`src/rtl/ysyx_22050019_ifu_pkg.sv`:
```
// Shared definitions for the instruction fetch unit.
//   XLEN / ILEN / RESET_VAL : default address width, instruction width, boot PC
//   INST_BYTES              : PC increment per fetched instruction
//   fetch_entry_t           : {pc, inst} pair held in the prefetch queue
package ysyx_22050019_ifu_pkg;

  localparam int unsigned     XLEN       = 64;
  localparam int unsigned     ILEN       = 32;
  localparam logic [XLEN-1:0] RESET_VAL  = 64'h0000_0000_8000_0000;
  localparam int unsigned     INST_BYTES = 4;

  typedef struct packed {
    logic [XLEN-1:0] pc;
    logic [ILEN-1:0] inst;
  } fetch_entry_t;

endpackage

```
`src/rtl/ysyx_22050019_sync_fifo.sv`:
```
// Generic synchronous FIFO with flush and occupancy count.
//   clk, rst_n : clock, asynchronous active-high reset
//   flush      : empty the FIFO (wins over push/pop)
//   push/wdata : write one word (ignored when full without a pop)
//   pop        : drop the head word (ignored when empty)
//   rdata      : head word, meaningful only when empty==0
//   empty      : no words held
//   count      : number of words held, 0..DEPTH
module ysyx_22050019_sync_fifo #(
  parameter int unsigned WIDTH = 96,
  parameter int unsigned DEPTH = 4
) (
  input  logic                       clk,
  input  logic                       rst_n,
  input  logic                       flush,
  input  logic                       push,
  input  logic [WIDTH-1:0]           wdata,
  input  logic                       pop,
  output logic [WIDTH-1:0]           rdata,
  output logic                       empty,
  output logic [$clog2(DEPTH):0]     count
);

  localparam int unsigned AW = $clog2(DEPTH);
  localparam int unsigned CW = AW + 1;

  logic [WIDTH-1:0] mem [DEPTH];
  logic [AW-1:0]    wr_ptr;
  logic [AW-1:0]    rd_ptr;
  logic             full;
  logic             push_ok;
  logic             pop_ok;

  always_comb begin
    empty   = (count == '0);
    full    = (count == CW'(DEPTH));
    pop_ok  = pop & ~empty;
    push_ok = push & (~full | pop_ok);
    rdata   = mem[rd_ptr];
  end

  // DEPTH is a power of two, so the pointers wrap naturally.
  always_ff @(posedge clk or posedge rst_n) begin
    if (rst_n) begin
      wr_ptr <= '0;
      rd_ptr <= '0;
      count  <= '0;
    end else if (flush) begin
      wr_ptr <= '0;
      rd_ptr <= '0;
      count  <= '0;
    end else begin
      if (push_ok) wr_ptr <= wr_ptr + AW'(1);
      if (pop_ok)  rd_ptr <= rd_ptr + AW'(1);
      count <= count + CW'(push_ok) - CW'(pop_ok);
    end
  end

  // Storage carries no reset; the count alone decides validity.
  always_ff @(posedge clk) begin
    if (push_ok && !flush) mem[wr_ptr] <= wdata;
  end

endmodule

```
`src/rtl/ysyx_22050019_ifu_prefetch.sv`:
```
// Fetch unit with instruction prefetch queue.
//   clk, rst_n        : clock, asynchronous active-high reset
//   redirect_i/_pc_i  : jump/branch target; flushes queue, squashes in-flight fetches
//   imem_req_o/addr_o : fetch request and address; accepted with imem_gnt_i
//   imem_rsp_*        : in-order response beats, no backpressure
//   inst_valid_o/...  : queue head {inst_addr_o, inst_o}, drained with inst_ready_i
//   idle_o            : nothing in flight and queue empty
module ysyx_22050019_ifu_prefetch #(
  parameter int unsigned     XLEN      = ysyx_22050019_ifu_pkg::XLEN,
  parameter int unsigned     ILEN      = ysyx_22050019_ifu_pkg::ILEN,
  parameter logic [XLEN-1:0] RESET_VAL = ysyx_22050019_ifu_pkg::RESET_VAL,
  parameter int unsigned     DEPTH     = 4,
  parameter int unsigned     MAX_OSTD  = 2
) (
  input  logic            clk,
  input  logic            rst_n,
  input  logic            redirect_i,
  input  logic [XLEN-1:0] redirect_pc_i,
  output logic            imem_req_o,
  output logic [XLEN-1:0] imem_addr_o,
  input  logic            imem_gnt_i,
  input  logic            imem_rsp_valid_i,
  input  logic [ILEN-1:0] imem_rsp_inst_i,
  output logic            inst_valid_o,
  input  logic            inst_ready_i,
  output logic [ILEN-1:0] inst_o,
  output logic [XLEN-1:0] inst_addr_o,
  output logic            idle_o
);

  import ysyx_22050019_ifu_pkg::*;

  localparam int unsigned OW = $clog2(MAX_OSTD + 1);

  // Same layout as fetch_entry_t, but sized by this instance's parameters.
  typedef struct packed {
    logic [XLEN-1:0] pc;
    logic [ILEN-1:0] inst;
  } entry_t;

  logic [XLEN-1:0]        fetch_pc;
  logic [XLEN-1:0]        rsp_pc;
  logic [XLEN-1:0]        target_pc;
  logic [OW-1:0]          ostd;
  logic [OW-1:0]          drop;
  logic [OW-1:0]          ostd_nxt;
  logic                   fire_gnt;
  logic                   rsp_live;
  logic                   rsp_drop;
  logic                   credit_ok;
  logic                   fifo_empty;
  logic                   fifo_pop;
  logic [$clog2(DEPTH):0] fifo_cnt;
  entry_t                 push_entry;
  entry_t                 head_entry;

  always_comb begin
    target_pc = {redirect_pc_i[XLEN-1:2], 2'b00};
    // Live (unsquashed) requests each own a reserved FIFO slot.
    credit_ok = (32'(fifo_cnt) + 32'(ostd) - 32'(drop)) < DEPTH;
    imem_req_o = ~rst_n & ~redirect_i & (32'(ostd) < MAX_OSTD) & credit_ok;
    imem_addr_o = fetch_pc;
    fire_gnt = imem_req_o & imem_gnt_i;
    rsp_drop = imem_rsp_valid_i & (drop != '0);
    rsp_live = imem_rsp_valid_i & (drop == '0) & ~redirect_i;
    ostd_nxt = ostd + OW'(fire_gnt) - OW'(imem_rsp_valid_i);
    push_entry.pc   = rsp_pc;
    push_entry.inst = imem_rsp_inst_i;
    inst_valid_o = ~fifo_empty;
    fifo_pop     = inst_valid_o & inst_ready_i;
    inst_o       = inst_valid_o ? head_entry.inst : '0;
    inst_addr_o  = head_entry.pc;
    idle_o       = (ostd == '0) & (fifo_cnt == '0);
  end

  always_ff @(posedge clk or posedge rst_n) begin
    if (rst_n) begin
      fetch_pc <= RESET_VAL;
      rsp_pc   <= RESET_VAL;
      ostd     <= '0;
      drop     <= '0;
    end else begin
      ostd <= ostd_nxt;
      if (redirect_i) begin
        fetch_pc <= target_pc;
        rsp_pc   <= target_pc;
        // Whatever is still in flight after this cycle belongs to the old path.
        drop     <= ostd_nxt;
      end else begin
        if (fire_gnt) fetch_pc <= fetch_pc + XLEN'(INST_BYTES);
        if (rsp_live) rsp_pc   <= rsp_pc + XLEN'(INST_BYTES);
        if (rsp_drop) drop     <= drop - OW'(1);
      end
    end
  end

  ysyx_22050019_sync_fifo #(
    .WIDTH (XLEN + ILEN),
    .DEPTH (DEPTH)
  ) u_fifo (
    .clk   (clk),
    .rst_n (rst_n),
    .flush (redirect_i),
    .push  (rsp_live),
    .wdata (push_entry),
    .pop   (fifo_pop),
    .rdata (head_entry),
    .empty (fifo_empty),
    .count (fifo_cnt)
  );

  a_rsp_needs_ostd : assert property (@(posedge clk) disable iff (rst_n)
    imem_rsp_valid_i |-> (ostd != '0));

  a_ready_known : assert property (@(posedge clk) disable iff (rst_n)
    inst_valid_o |-> !$isunknown(inst_ready_i));

endmodule

```
`config.mk`:
```
export PLATFORM = sky130hd
export DESIGN_NAME = ysyx_22050019_ifu_prefetch
export DESIGN_NICKNAME = d
export VERILOG_FILES = /design/src/rtl/ysyx_22050019_ifu_pkg.sv /design/src/rtl/ysyx_22050019_sync_fifo.sv /design/src/rtl/ysyx_22050019_ifu_prefetch.sv
export SDC_FILE = /design/constraint.sdc
export NUM_CORES = 1
export LEC_CHECK = 0
export CORE_AREA = 2 2 204 206
export CTS_BUF_LIST = sky130_fd_sc_hd__clkbuf_16
export CTS_CLUSTER_DIAMETER = 30
export DETAILED_ROUTE_END_ITERATION = 12
export DIE_AREA = 0 0 206 208
export DONT_BUFFER_PORTS = 1
export PLACE_DENSITY_LB_ADDON = 0.2
export SYNTH_ARGS = -nofsm -noshare
export SYNTH_HDL_FRONTEND = slang
export SYNTH_HIERARCHICAL = 1
export SYNTH_SLANG_ARGS = --single-unit
```
`constraint.sdc`:
```
create_clock -name clk -period 6 [get_ports clk]
set_input_delay 1.2 -clock clk [delete_from_list [all_inputs] [get_ports clk]]
set_output_delay 1.2 -clock clk [all_outputs]
set_load 0.005 [all_outputs]
```
# After elaboration in Yosys (flattened, before gate mapping)
# Memories as Yosys holds them, arrays and structs flattened.
# Index checks and enable logic that the tools add are counted.
# totals
reg_bits,139
mem_bits_rw,384
input_bits,102
output_inout_bits,163
elab_cells,63
mem_count,1
# mem_list
name,words,width,read_ports,rd_ports_with_merged_regs,wr,line_no,text
u_fifo.mem,4,96,1,0,1,ysyx_22050019_sync_fifo.sv:27,logic [WIDTH-1:0] mem [DEPTH];
# classes
add_sub_neg,11
magnitude_cmp,2
n_eq_ne,1
muxes,14
bitwise,16
n_reduce_logical,11
# op_table
op,n
two-way mux 64 bit,4
adder 64 x 3 -> 64 bit (second input constant),2
< comparator 32 x 3 -> 1 bit (second input constant),1
two-way mux 32 bit,1
two-way mux 2 bit,6
nonzero test 2 bit,6
bitwise AND 1 bit,11
subtractor 4 x 2 -> 5 bit,1
adder 2 x 1 -> 2 bit (second input constant),2
adder 3 x 2 -> 4 bit,1
zero test 2 bit,2
inverter 1 bit,4
adder 3 x 1 -> 3 bit,1
equality test 3 bit (second input constant),1
zero test 3 bit,1
two-way mux 3 bit,1
subtractor 3 x 1 -> 3 bit,1
adder 2 x 1 -> 2 bit,1
< comparator 2 bit (second input constant),1
two-way mux 1 bit,2
subtractor 2 x 1 -> 2 bit,1
subtractor 2 x 1 -> 2 bit (second input constant),1
logical AND 1 bit,1
zero test 1 bit,1
OR 1 bit,1

# Longest topological paths before layout
# Gate-level depths: netlist of run 1.
# depth
depth_word,9
mapped_depth,17
mapped_depth_nobuf,15

# Cells and area by module
# The synthesis of run 1 kept the hierarchy.
# modules_own_cells
mod,n_inst,cells_each,area_per_inst_um2,seq_area_each_um2
ysyx_22050019_sync_fifo,1,547,14297.5,11706.2
ysyx_22050019_ifu_prefetch,1,870,7812.5,3205.6

# Worst setup path after synthesis of run 1
# Ideal clock, no wire load.
# synth_path
path_type,in2reg
startpoint,in redirect_i
endpoint,mem u_fifo.mem[0][0] (enable)
setup_time_ns,0.466
arrival_time_ns,4.486
required_time_ns,5.534
path_slack_ns,1.048
cell_stages,6
n_path_buf,3
cell_sequence,clkbuf_1 -> clkbuf_1 -> clkbuf_1 -> nor2_1 -> nor3b_1 -> and2_1
# synth_via
elab_chain_cells,6
elab_cells_between_ends,7
classes_between,2 x mux; 3 x bitwise; 2 x reduce/logical
# synth_rtl
element,line_no,text
from (decl),ysyx_22050019_ifu_prefetch.sv:17,"input logic redirect_i,"
inverter 1 bit,ysyx_22050019_ifu_prefetch.sv:65,rsp_live = imem_rsp_valid_i & (drop == '0) & ~redirect_i;
bitwise AND 1 bit,ysyx_22050019_ifu_prefetch.sv:65,
net rsp_live,ysyx_22050019_ifu_prefetch.sv:48,logic rsp_live;
bitwise AND 1 bit,ysyx_22050019_sync_fifo.sv:38,push_ok = push & (~full | pop_ok);
logical AND 1 bit,ysyx_22050019_sync_fifo.sv:61,if (push_ok && !flush) mem[wr_ptr] <= wdata;
two-way mux 1 bit,ysyx_22050019_sync_fifo.sv:61,
two-way mux 1 bit (implied by the code),ysyx_22050019_sync_fifo.sv:61,
to (decl),ysyx_22050019_sync_fifo.sv:27,
# The timed path passes the listed nets, and every way through them passes these cells.

# Worst setup path in the final report of run 1
# layout_path
startpoint,reg u_fifo.count[1]
endpoint,reg fetch_pc[28] (netlist: imem_addr_o[28])
# layout_via
elab_chain_cells,6
# layout_rtl
element,line_no,text
from (decl),ysyx_22050019_sync_fifo.sv:21,output logic [$clog2(DEPTH):0] count
from (signal assigned),ysyx_22050019_sync_fifo.sv:55,count <= count + CW'(push_ok) - CW'(pop_ok);
adder 3 x 2 -> 4 bit,ysyx_22050019_ifu_prefetch.sv:60,credit_ok = (32'(fifo_cnt) + 32'(ostd) - 32'(drop)) < DEPTH;
subtractor 4 x 2 -> 5 bit,ysyx_22050019_ifu_prefetch.sv:60,
< comparator 32 x 3 -> 1 bit,ysyx_22050019_ifu_prefetch.sv:60,
bitwise AND 1 bit,ysyx_22050019_ifu_prefetch.sv:61,imem_req_o = ~rst_n & ~redirect_i & (32'(ostd) < MAX_OSTD) & credit_ok;
bitwise AND 1 bit,ysyx_22050019_ifu_prefetch.sv:63,fire_gnt = imem_req_o & imem_gnt_i;
nonzero test 2 bit (no line),--,
to (signal assigned),ysyx_22050019_ifu_prefetch.sv:85,fetch_pc <= target_pc;
to (signal assigned),ysyx_22050019_ifu_prefetch.sv:90,if (fire_gnt) fetch_pc <= fetch_pc + XLEN'(INST_BYTES);
to (decl),ysyx_22050019_ifu_prefetch.sv:41,logic [XLEN-1:0] fetch_pc;
# Every way passes these cells.
# A chain may end at the register's enable or synchronous reset.

==> results of run 1 <==
==> logic make-up after synthesis <==
| group | after synthesis | share of synthesized area |
|---|---|---|
| AOI/OAI and AO/OA | 140 | 0.0398 |
| xor gates and xnor gates | 94 | 0.0372 |
| adders and majority gates | 16 | 0.00973 |
| buffers and inverters | 93 | 0.0193 |
| DFF | 519 | 0.674 |
| muxes | 137 | 0.118 |
| other | 1 | 0.000170 |
| and+or+nand+nor | 417 | 0.101 |
==> layer usage <==
| metal | part of all wire | wire, um | GRT usage |
|---|---|---|---|
| met1 | 0.40 | 21900 | 0.351 |
| met2 | 0.48 | 26100 | 0.395 |
| met3 | 0.093 | 5030 | 0.0779 |
| met4 | 0.022 | 1180 | 0.0845 |
| met5 | 0 | 0 | 0 |
==> how the worst max path moves through the flow <==
stage,from,end,depth (start not counted)
after global placement,u_fifo/count[1],imem_addr_o[28],13
after CTS,u_fifo/count[1],imem_addr_o[28],13
final,u_fifo/count[1],imem_addr_o[28],13
after global routing,u_fifo/count[1],drop[1],16
after detailed placement,u_fifo/count[1],imem_addr_o[28],13
after floorplan,redirect_i,u_fifo/mem[0][0],6
==> area by class of cell <==
cell class	instances	share of cell area
multi-input cells	814	0.261
diodes	1	0.0000955
inverters	32	0.00477
well taps	532	0.0254
repair buffers	23	0.00707
clock inverters	85	0.0341
flip-flops and latches	519	0.569
clock buffers	103	0.0984
==> flip-flops by register name, summed over array words and instances (netlist names) <==
signal         flops
u_fifo/mem       384
u_fifo/rd_ptr      2
u_fifo/wr_ptr      2
imem_addr_o       62
rsp_pc            62
u_fifo/count       3
drop               2
ostd               2
==> cell usage in the layout, fill, tap and decap left out, types with 10 or more instances in the layout <==
cell type   netlist  final
mux4_2           96     96
and2_1           14     10
edfxtp_1        384    384
inv_6             0     13
clkbuf_16         0    103
and4_1           10     10
clkinvlp_4        0     11
ha_1             14     14
clkinv_1          0     11
nor2b_1          36     36
dfrtp_1         133    131
o21ai_0          63     63
clkinv_4          0     10
nand2b_1         10     10
a21boi_0         16     15
nor2_1           59     58
nor4_1           19     19
bufinv_16         0     13
a21oi_1          17     17
nand4_1          47     47
o311ai_0         16     16
clkinv_2          0     12
mux2_2           38     38
and3_1           22     22
xnor2_1          47     47
nand3_1          60     60
inv_1            32     41
nor3_1           26     25
nand2_1          86     86
xor2_1           47     47
conb_1            1     10
buf_4             3     22
==> critical path: stages, from the launching register on <==
cell      delay [ps]
dfrtp_1          550
inv_1            100
fa_1             480
inv_1             40
ha_1             270
and3b_1          170
or4_1            540
a21boi_4         170
buf_4            420
inv_2            420
buf_4            350
nor4_1           340
xor2_1           110
mux2_2           270
==> report_power, final <==
part / leakage, nW / internal (mW) / switching [mW]
Sequential: 5.07 / 4.07 / 0.259
Clock: 1.71 / 3.70 / 1.90
Combinational: 2.24 / 0.286 / 0.396
Total: 9.02 / 8.05 / 2.55
==> results.yml, run 1 <==
run_status:
  outcome: "completed"
setup_path:
  endpoint_kind: "flop"
  r2r_end: "imem_addr_o[28]"
  reg2reg_depth: 13
  reg2reg_slack_ps: 1580
  path_max_fanout: 38
  worstReg2RegStart: "u_fifo/count[1]"
  cp-start-kind: "flop"
  crit_type: "reg2reg"
  arrival_ps: 4920
  cp_data_required_time_ps: 6500
pwr:
  power_mw: 10.6
  power.leakage_nw: 9.02
  irDropWorstVdd_v: 0.000226
  power_density_nw_per_um2: 405
placed_design:
  dp.cells: 1920
  dp_hpwl_um: 34900
  gp_congestion: 0.857
  placed_area_um2: 22700
  pre_cts_ws_ps: 1660
  port_buffers: 0
timing:
  post-route-period-util: 0.737
  fin_ws_ps: 1580
  layout_min_cycle_time_ps: 4420
  setup_viol: 0
  final_max_slew_viol_count: 0
  relSlewSlack: 0.169
  finalHoldViolations: 0
  tightest_slew_ps: 1250
  clock_skew_ps: 14.1
  whs_ps: 421
  setup_tns_ps: 0
  fmax_mhz: 226
  rsz0062_at_grt: "no"
clock_tree:
  cts.clk_slew.worst_paths_ps: 50
  cts_tree: "done"
  cts_buffers: 101
  clock-sinks: 519
  clock_latency_ps: 620
  clock_tree.root_cell: "clkbuf_16"
  htree_num_levels: 3
  cts_resized: 0
  cts_hold_buf: 0
  postCtsSetupRepairBufs: 0
  ctsLongestPathBuffers: 3
route:
  via_per_inst: 6.21
  routed_wl_um: 54200
  first_pass_iters: 7
  drcViolationCount: 0
  ant_nets: 0
  wl_per_cell_um: 25.7
  vias: 13100
  detail_route.iter0.violations: 1169
logic_synthesis:
  syn_avg_cell_area_um2: 15.6
  ys.flop_type: "edfxtp_1"
  synth_seq_cells: 519
  ys_seq_area_frac: 0.674
  synth.most_common_cell: "edfxtp_1"
  netlist_area_um2: 22100
  synth_warnings: 6
  synth_top_cell_by_area: "edfxtp_1"
  synthCells: 1417
  synth_top_cell_area_share: 0.522
  ys_async_sr_fraction: 0.260
  yosys-top-cells-area: "edfxtp_1 (52%), dfrtp_1 (15%), mux4_2 (9.8%)"
  yosys-top-cells-count: "edfxtp_1 (384), dfrtp_1 (133), mux4_2 (96), nand2_1 (86), o21ai_0 (63)"
  synth_edf_count: 384
  yosysUniqueCellTypes: 58
layout:
  layout-area-overhead-vs-synth_pct: 18.5
  fillers: 2905
  final_util: 0.646
  multi_input_area_um2: 6830
  finalNonFillerCells: 2109
  stdcell_area_um2: 26200
  fin_nets: 1609
  seqCellArea_um2: 14900
  drive_gt1_frac: 0.221
global_route:
  antenna_found_initial: 1
  grt_pass1_vias: 13200
  grt_pass1_wl_um: 81800
  grt_max_degree: 93
  grt_usage: 0.257
  gr-total-overflow: 0
die:
  core_um2: 40600
  pin_count: 265
  num_rows: 74
  fp.dieW_um: 206
  start_util: 0.545
  die_y_um: 208
  die_area_um2: 42800
run:
  maxCapViolations: 0
worst_hold_path:
  hp-class: "in2async"
Note: power is estimated with default switching activity, not from simulation.
==> run 2, diff against run 1 <==
==> constraint.sdc (replaced) <==
create_clock -name clk -period 4.32 [get_ports clk]
set_input_delay 0.864 -clock clk [delete_from_list [all_inputs] [get_ports clk]]
set_output_delay 0.864 -clock clk [all_outputs]
set_load 0.005 [all_outputs]
==> results.yml, run 2 (synthesis gave the netlist of run 1 again) <==
clock_tree:
  cts_hold_buf: 0
  clock_latency_ps: 630
  ctsLongestPathBuffers: 3
  htree_num_levels: 3
  clock-sinks: 519
  cts_tree: "done"
  clock_tree.root_cell: "clkbuf_16"
  cts.clk_slew.worst_paths_ps: 50
  postCtsSetupRepairBufs: 0
  cts_resized: 0
  cts_buffers: 102
die:
  core_um2: 40600
  fp.dieW_um: 206
  die_area_um2: 42800
  die_y_um: 208
  start_util: 0.545
  pin_count: 265
  num_rows: 74
layout:
  fin_nets: 1620
  finalNonFillerCells: 2124
  top_register: "u_fifo/mem"
  final_common_cell: "edfxtp_1"
  multi_input_area_um2: 6830
  drive_gt1_frac: 0.228
  final_util: 0.649
  fillers: 2896
  layout-area-overhead-vs-synth_pct: 19.1
  largest_reg_flops: 384
  seqCellArea_um2: 14900
  layout_common_cells: "edfxtp_1 (384), dfrtp_1 (131), clkbuf_16 (103)"
global_route:
  grt_usage: 0.260
  gr-total-overflow: 0
  antenna_found_initial: 2
  grt_pass1_wl_um: 83100
  grt_pass1_vias: 13300
  grt_max_degree: 93
placed_design:
  gp_congestion: 0.871
  pre_cts_ws_ps: 520
  dp.cells: 1930
  dp_hpwl_um: 35800
  port_buffers: 0
timing:
  setup_tns_ps: 0
  whs_ps: 77.7
  finalHoldViolations: 0
  relSlewSlack: 0.173
  setup_viol: 0
  layout_min_cycle_time_ps: 3840
  tightest_slew_ps: 1240
  fin_ws_ps: 480
  final_max_slew_viol_count: 0
  clock_skew_ps: 21.6
  rsz0062_at_grt: "no"
  fmax_mhz: 260
  post-route-period-util: 0.889
pwr:
  p_seq_frac: 0.409
  power_frac_comb: 0.065
  switching_share: 0.246
  pwr-share-clk: 0.525
  p_sw_mw: 3.61
  power.leakage_nw: 9.08
  p_int_mw: 11.1
  power_density_nw_per_um2: 557
  irDropWorstVdd_v: 0.000458
setup_path:
  arrival_ps: 4340
  worstReg2RegStart: "u_fifo/count[1]"
  reg2reg_depth: 12
  reg2reg_slack_ps: 480
  crit_start: "u_fifo/count[1]"
  path_max_fanout: 37
  endpoint_kind: "flop"
  cp_data_required_time_ps: 4820
  r2r_end: "imem_addr_o[42]"
  cp-start-kind: "flop"
  crit_end: "imem_addr_o[42]"
  crit_type: "reg2reg"
route:
  first_pass_iters: 6
  wl_per_cell_um: 25.6
  routed_wl_um: 54400
  drcViolationCount: 0
  vias: 13100
  via_per_inst: 6.17
  ant_nets: 0
  detail_route.iter0.violations: 1157
worst_hold_path:
  hp-class: "in2async"
run:
  maxCapViolations: 0
run_status:
  outcome: "completed"
run 2: cell types whose count changed in the layout (fill, tap and decap cells not counted), sizes merged:
| cell | change |
|---|---|
| clkinv | -1 |
| clkinvlp | +1 |
| buf | +10 |
| diode | +1 |
| bufinv | -3 |
| inv | +7 |
run 2: worst min-delay path by stage:
stage	to	slack, ps	depth (start not counted)
after floorplan	u_fifo/mem[0][95]	490	0
after global placement	imem_addr_o[31]	540	2
after detailed placement	ostd[1]	540	1
after CTS	u_fifo/rd_ptr[0]	50	1
after global routing	u_fifo/rd_ptr[0]	70	1
final	u_fifo/rd_ptr[0]	80	1
run 2: per-stage QoR:
stage	power [mW]	instance area, um^2
after global routing	15.2	26300
after CTS	14.8	26300
after global placement	7.01	22900
final	14.7	26300
after floorplan	6.69	22100
after detailed placement	7.05	22900
run 2: final cells by class:
class,count,share of cell area
sequential,519,0.567
multi-input combinational,814,0.260
tap,532,0.0253
inverter,32,0.00475
antenna,2,0.000190
timing repair buffer,33,0.0123
clock inverter,89,0.0333
clock buffer,103,0.0979
run 2: power groups by stage:
stage	Clock [mW]	Combinational [mW]	Sequential, mW
after floorplan	0	0.751	5.94
after global placement	0	0.944	6.07
after detailed placement	0	0.969	6.09
after CTS	7.81	0.978	6.00
after global routing	8.08	1.09	6.03
final	7.71	0.960	6.00
run 2: critical path, cell delays in order (launching register included):
cell,delay (ps)
dfrtp_1,320
buf_4,160
inv_1,60
fa_1,480
inv_1,40
ha_1,270
and3b_1,170
o21ai_0,380
a21boi_4,120
buf_4,300
nor2_2,980
o21ai_0,250
o311ai_0,160
run 2: layer usage:
metal	vias up	part of all wire	GRT usage
met4	0	0.023	0.0805
met2	541	0.49	0.413
met3	88	0.087	0.0717
met1	6760	0.40	0.351
li1	5718	-	-
met5	-	0	0
==> run 3, diff against run 2 <==
--- a/config.mk
+++ b/config.mk
@@ -11,6 +11,7 @@
 export DETAILED_ROUTE_END_ITERATION = 12
 export DIE_AREA = 0 0 206 208
 export DONT_BUFFER_PORTS = 1
+export HOLD_SLACK_MARGIN = 0.02
 export PLACE_DENSITY_LB_ADDON = 0.2
 export SYNTH_ARGS = -nofsm -noshare
 export SYNTH_HDL_FRONTEND = slang
==> constraint.sdc (replaced) <==
create_clock -name clk -period 4.4 [get_ports clk]
set_input_delay 0.88 -clock clk [delete_from_list [all_inputs] [get_ports clk]]
set_output_delay 0.88 -clock clk [all_outputs]
set_load 0.005 [all_outputs]
==> results.yml, run 3 (synthesis gave the netlist of run 1 again) <==
die:
  start_util: 0.545
  die_area_um2: 42800
  die_y_um: 208
  pin_count: 265
  num_rows: 74
  fp.dieW_um: 206
  core_um2: 40600
layout:
  fin_nets: 1617
  multi_input_area_um2: 6830
  top_register: "u_fifo/mem"
  final_common_cell: "edfxtp_1"
  finalNonFillerCells: 2125
  drive_gt1_frac: 0.222
  layout_common_cells: "edfxtp_1 (384), dfrtp_1 (131), clkbuf_16 (110)"
  largest_reg_flops: 384
  fillers: 2907
  layout-area-overhead-vs-synth_pct: 19.0
  seqCellArea_um2: 14900
pwr:
  p_sw_mw: 3.43
  power_mw: 14.3
  p_seq_frac: 0.411
  power_density_nw_per_um2: 544
  power_frac_comb: 0.066
  power.leakage_nw: 9.10
  p_int_mw: 10.9
  switching_share: 0.240
  pwr-share-clk: 0.523
  irDropWorstVdd_v: 0.000356
setup_path:
  critPathBufInv: 2
  crit_path_top_delay_cell: "dfrtp_1"
  endpoint_kind: "primary output"
  crit_type: "reg2out"
  arrival_ps: 3080
  cp-start-kind: "flop"
  cpPeakStageDelay_ps: 540
  path_max_fanout: 8
  crit_start: "u_fifo/count[1]"
  cp_data_required_time_ps: 3520
  path_cells: "inv_1 -> fa_1 -> inv_1 -> ha_1 -> and3b_1 -> or4_1 -> a21oi_1"
  worstReg2RegStart: "u_fifo/count[1]"
  path_common_cell: "inv_1"
  crit_family: "adder cells"
timing:
  setup_viol: 0
  relSlewSlack: 0.251
  post-route-period-util: 0.901
  setup_tns_ps: 0
  rsz0062_at_grt: "no"
  final_max_slew_viol_count: 0
  layout_min_cycle_time_ps: 3960
  whs_ps: 101
  finalHoldViolations: 0
  fmax_mhz: 252
  clock_skew_ps: 32.3
  tightest_slew_ps: 1120
route:
  routed_wl_um: 53700
  wl_per_cell_um: 25.3
  drcViolationCount: 0
  first_pass_iters: 5
  detail_route.iter0.violations: 1023
  via_per_inst: 6.14
  vias: 13000
  ant_nets: 0
run:
  maxCapViolations: 0
placed_design:
  port_buffers: 0
  dp.cells: 1925
  gp_congestion: 0.871
  dp_hpwl_um: 35400
global_route:
  grt_usage: 0.254
  antenna_found_initial: 6
  grt_max_degree: 93
  grt_pass1_wl_um: 81400
  grt_pass1_vias: 13200
  gr-total-overflow: 0
clock_tree:
  cts_buffers: 104
  cts_resized: 0
  cts_tree: "done"
  clock_tree.root_cell: "clkbuf_16"
  postCtsSetupRepairBufs: 0
  cts.clk_slew.worst_paths_ps: 50
  ctsLongestPathBuffers: 3
  htree_num_levels: 3
  clock_latency_ps: 620
  cts_hold_buf: 0
  clock-sinks: 519
worst_hold_path:
  hp-class: "in2async"
run_status:
  outcome: "completed"
## run 3: cell count changes in the layout (fill, tap and decap cells not counted), moves of 2 or more
cell / change
buf_12: +2
clkinv_2: +3
buf_4: -7
clkbuf_16: +7
inv_6: -4
clkinv_4: -4
bufinv_16: -3
clkinv_1: +2
inv_1: +8
clkinv_8: -2
## run 3: per-stage QoR
stage | setup WS (ps) | utilization | cell area (um^2)
after floorplan | 111 | - | 22100
after global placement | 698 | 0.564 | 22900
after detailed placement | 597 | 0.564 | 22900
after CTS | 427 | 0.649 | 26300
after global routing | 261 | 0.649 | 26300
final | 435 | 0.649 | 26300
## run 3: power groups by stage
stage	clock network, mW	logic [mW]	registers [mW]
4_1_cts	7.57	0.966	5.89
5_1_grt	7.85	1.06	5.92
3_3_place_gp	0	0.928	5.95
2_1_floorplan	0	0.737	5.83
6_report	7.48	0.942	5.89
3_5_place_dp	0	0.959	5.97
## run 3: cell type report
type | count | share of cell area
clock buffers | 110 | 0.105
inverters | 32 | 0.00476
well taps | 532 | 0.0253
clock inverters | 88 | 0.0264
repair buffers | 28 | 0.0118
multi-input cells | 814 | 0.260
diodes | 2 | 0.000190
flip-flops and latches | 519 | 0.567
## run 3: final timing paths
| path | slack, ps | cells past startpoint | end |
|---|---|---|---|
| setup / recovery | 440 | 7 | imem_req_o |
| hold / removal | 100 | 1 | u_fifo/rd_ptr[0] |
| setup reg to reg | 580 | 11 | imem_addr_o[21] |
| hold reg to reg | 560 | 1 | ostd[1] |
| max in group asynchronous | 3140 | 2 | imem_addr_o[31] |
| min in group clk | 350 | 0 | u_fifo/mem[1][10] |
## run 3: per-layer routing
metal,track usage,vias up,share of wire
met2,0.401,542,0.49
li1,-,5708,-
met3,0.0706,91,0.090
met1,0.343,6693,0.40
met4,0.0874,6,0.022
met5,0,-,0.0010
